--- config.mk ---
export PLATFORM = sky130hd
export DESIGN_NAME = audio_pwm_out
export DESIGN_NICKNAME = d
export VERILOG_FILES = /design/src/rtl/audio_pwm_out.sv
export SDC_FILE = /design/constraint.sdc
export NUM_CORES = 1
export LEC_CHECK = 0
export BUFFER_PORTS_ARGS = -buffer_cell sky130_fd_sc_hd__buf_4
export CAP_MARGIN = 25
export CORE_MARGIN = 1.5
export CORE_UTILIZATION = 45
export CTS_CLUSTER_SIZE = 28
export DETAILED_ROUTE_END_ITERATION = 6
export GPL_TIMING_DRIVEN = 0
export HOLD_SLACK_MARGIN = 0.08
export PLACE_DENSITY = 0.75
export SLEW_MARGIN = 15
export SYNTH_ARGS = -nofsm -noshare
export SYNTH_HDL_FRONTEND = slang
export SYNTH_SLANG_ARGS = --single-unit
export TNS_END_PERCENT = 30
--- constraint.sdc ---
create_clock -name mclk -period 3.01 [get_ports mclk]
set_clock_uncertainty 0.1 [all_clocks]
set_input_delay 0.602 -clock mclk [delete_from_list [all_inputs] [get_ports mclk]]
set_output_delay 0.602 -clock mclk [all_outputs]
set_load 0.05 [all_outputs]
--- src/rtl/audio_pwm_out.sv ---
// Audio PWM output stage: one-entry sample buffer feeding a period-aligned duty register
// and a registered comparator PWM; define AUDIO_PWM_PDM_EN for a first-order sigma-delta bitstream instead.
module audio_pwm_out #(
    parameter int WIDTH = 8
) (
    input  logic             mclk,
    input  logic             reset,
    input  logic             enable,
    input  logic [WIDTH-1:0] sample_in,
    input  logic             sample_valid,
    output logic             sample_ready,
    output logic             amp_pwm,
    output logic             amp_sd,
    output logic             underrun
);

    localparam logic [WIDTH-1:0] CNT_MAX = {WIDTH{1'b1}};
    localparam logic [WIDTH-1:0] CNT_ONE = WIDTH'(1);

    logic [WIDTH-1:0] cnt_q, cnt_d;
    logic [WIDTH-1:0] duty_q, duty_d;
    logic [WIDTH-1:0] buf_q, buf_d;
    logic             full_q, full_d;
    logic             pwm_q, pwm_d;
    logic             sd_q, sd_d;
    logic             wrap_s;
    logic             accept_s;
    logic             pwm_bit_s;

`ifdef AUDIO_PWM_PDM_EN
    logic [WIDTH-1:0] acc_q, acc_d;
    logic [WIDTH:0]   acc_sum_s;

    // Accumulator next state; the carry-out is the modulated bit
    always_comb begin
        acc_sum_s = {1'b0, acc_q} + {1'b0, duty_q};
        pwm_bit_s = acc_sum_s[WIDTH];
        if (enable) begin
            acc_d = acc_sum_s[WIDTH-1:0];
        end else begin
            acc_d = acc_q;
        end
    end

    // Accumulator register
    always_ff @(posedge mclk) begin
        if (reset) begin
            acc_q <= '0;
        end else begin
            acc_q <= acc_d;
        end
    end
`else
    // Comparator PWM: high for the first duty counts of each period
    always_comb begin
        pwm_bit_s = (cnt_q < duty_q);
    end
`endif

    // Counter, buffer handshake and period-boundary duty update
    always_comb begin
        wrap_s   = enable && (cnt_q == CNT_MAX);
        accept_s = sample_valid && !full_q;
        duty_d   = duty_q;
        buf_d    = buf_q;
        full_d   = full_q;
        if (enable) begin
            cnt_d = cnt_q + CNT_ONE;
        end else begin
            cnt_d = '0;
        end
        // Wrap sees the pre-edge buffer, so a same-cycle accept never feeds it
        if (wrap_s && full_q) begin
            duty_d = buf_q;
            full_d = 1'b0;
        end else begin
            duty_d = duty_q;
        end
        if (accept_s) begin
            buf_d  = sample_in;
            full_d = 1'b1;
        end else begin
            buf_d = buf_q;
        end
        pwm_d = enable && pwm_bit_s;
        sd_d  = enable;
    end

    // State and output registers
    always_ff @(posedge mclk) begin
        if (reset) begin
            cnt_q  <= '0;
            duty_q <= '0;
            buf_q  <= '0;
            full_q <= 1'b0;
            pwm_q  <= 1'b0;
            sd_q   <= 1'b0;
        end else begin
            cnt_q  <= cnt_d;
            duty_q <= duty_d;
            buf_q  <= buf_d;
            full_q <= full_d;
            pwm_q  <= pwm_d;
            sd_q   <= sd_d;
        end
    end

    assign sample_ready = !full_q;
    assign amp_pwm      = pwm_q;
    assign amp_sd       = sd_q;
    assign underrun     = wrap_s && !full_q;

endmodule

==> reports/results.ini <==
[clock_tree]
cts_sinks=27
hold_buffers=0
clockRootBuffer=clkbuf_4
clockBufferDepth=2
clkTransAtPathRegs_ns=0.14
cts_setup_buffers=0
cts_resized=0
cts_tree=built
htree_levels=1
clk_latency_ns=0.32
cts_inserted_buffers=3

[synth]
ys_warn_count=0
synth.distinct_cells=25
syn_area_per_cell_sq_um=9.509
ys_seq_area_share_pct=43.72
yosysTopAreaCell=dfxtp_1
synth_top_area_share_pct=43.72
synthTopCellsByArea=dfxtp_1 (44%), mux2i_1 (13%), nand2b_1 (9.1%), ha_1 (8.1%), nor2_1 (3.9%)
synthCells=130
syn_area_sq_um=1236
ys_ff_latch=27
synthesis.nets=150

[final_layout]
layout_common_cells=dfxtp_1 (27), nand2b_1 (18), buf_4 (16), mux2i_1 (16), nor2_1 (13)
seq_area_sq_um=540.5
layout-drive-gt1-share_pct=16.11
nFillCells=231
final_cells=179
multi_input_area_sq_um=630.6
final_common_cell=dfxtp_1
nets=170
antenna_cells=0
syn2layout_area_growth_pct=14.37

[sta]
slew_headroom_pct=74.20
hold_viol_final=0
worstMarginPinSlew_ns=0.3871
finalSetupViolations=0
fmax_mhz=439.5
fin_crit_sh_pct=75.59
slew_viol_final=0
fin_setup_tns_ns=0
worst_hold_slack_ns=0.3866
rsz0062_at_grt=false
period_needed_ns=2.275
setup_slack_ns=0.7348

[power_and_ir_drop]
leakage_uw=0.0005417
intPower_uw=444.9
power_uw=582.4
p_sw_uw=137.5
power_density_nw_per_um2=411.9
switching_share_pct=23.61
pwr-share-seq_pct=64.1
comb_power_share_pct=9.2
ir_worst_vdd_uv=265.7
power.share.clock_pct=26.7

[global_route]
grt_max_degree=16
grt_pass1_vias=895
met2_usage_pct=25.17
grt.busiest_layer=met2
grtUsageTotal_pct=14.62
grt_overflow=0
grt_antenna_before_repair=0
use_met3_pct=2.576
use_met1_pct=17.47
grt_pass1_wl_um=3629

[route]
vias_per_cell=4.944
dr.pass1.iters=4
drcViolationCount=0
detail-route-antenna-nets=0
via_count=885
dr.first_iter.drc_count=12
drt-total-wl_um=2064
wl_per_cell_um=11.53

[floorplanning]
ios=16
num_rows=18
fp.dieH_um=55.41
die_area_sq_um=3070
die_w_um=55.41
core_sq_um=2545
start_util_pct=48.57

[hold_path]
hold_path_class=reg2reg

[setup_path]
worstSetupPathType=reg2out
ff2ff_setup_slack_ns=1.47
required_ns=2.31
critPathArrivalTime_ns=1.57
setup.worst_path.start_class=flop
worstPathMaxFanout=5
end_kind=output port

[placed_design]
gp_congestion=0.8692
dp_slack_ns=1.100
dp.cells=175
dpl.hpwl_um=1660
io_buffers=15

[flow_run]
cap_violations=0

[status]
status=finished clean

==> area by class of cell <==
class / count / share of cell area, %
clock buffer: 3 / 1.593
tap: 30 / 2.655
buffer: 5 / 2.212
clock inverter: 1 / 0.3540
multi-input combinational: 89 / 44.60
inverter: 9 / 2.389
sequential: 27 / 38.23
timing repair buffer: 15 / 7.965
==> stage by stage <==
step | instance area [sq um] | util (%)
after global placement | 1386 | 54.47
after detailed placement | 1386 | 54.47
after global routing | 1414 | 55.56
after floorplan | 1236 | -
final | 1414 | 55.56
after CTS | 1414 | 55.56
==> worst max-delay path: stages, from the launching register on <==
cell and delay [ns]:
dfxtp_1 0.46, ha_1 0.25, nand4_1 0.14, nor3_1 0.17, buf_4 0.23
==> routing by layer <==
layer / wire (um) / part of all wire [%] / vias up
met5: 0 / 0 / -
met4: 25 / 1.2 / 0
met3: 65 / 3.1 / 4
met2: 1011 / 49 / 15
met1: 962 / 47 / 394
li1: - / - / 472
==> registers in the layout (all words and copies together), names as in the netlist <==
| signal | cells |
|---|---|
| duty_q | 8 |
| cnt_q | 8 |
| amp_sd | 1 |
| full_q | 1 |
| buf_q | 8 |
| amp_pwm | 1 |
==> synthesized netlist by cell type <==
library cell	n
dfxtp_1	27
nand2b_1	18
mux2i_1	16
nor2_1	13
inv_1	9
ha_1	8
a21oi_1	6
nand3_1	4
nor3_1	4
nand2_1	3
o21ai_0	3
or3_1	3
clkbuf_1	2
o211ai_1	2
xor2_1	2
a2111o_1	1
and2_1	1
buf_2	1
buf_4	1
buf_6	1
nand4_1	1
nand4_2	1
nor2b_1	1
nor3_2	1
xnor2_1	1
==> cell families (layout without fill, tap and decap cells) <==
| family | Yosys count | after routing | synth area share (%) |
|---|---|---|---|
| flops | 27 | 27 | 43.72 |
| compound gates | 12 | 12 | 5.769 |
| xor+xnor | 3 | 3 | 2.126 |
| buf+inv | 14 | 33 | 5.263 |
| fa+ha+maj | 8 | 8 | 8.097 |
| mux | 16 | 16 | 12.96 |
| simple gates | 50 | 50 | 22.07 |
==> power by group through the flow <==
stage               Combinational [uW]  Sequential (uW)  Clock (uW)
floorplan                         31.6              383           0
global placement                  52.2              381           0
detailed placement                54.7              381           0
CTS                               54.8              373         161
global route                      60.3              375         172
finish                            53.7              373         155
==> final timing paths <==
| check | to | startpoint | depth (start not counted) |
|---|---|---|---|
| worst max register to register | duty_q[5]$_SDFFE_PP0P_ | cnt_q[1]$_SDFF_PP0_ | 5 |
| worst max-delay path | underrun | cnt_q[1]$_SDFF_PP0_ | 4 |
| worst min-delay path | duty_q[2]$_SDFFE_PP0P_ | duty_q[2]$_SDFFE_PP0P_ | 2 |
| worst min register to register | duty_q[2]$_SDFFE_PP0P_ | duty_q[2]$_SDFFE_PP0P_ | 2 |
(Power assumes the default switching activity.)
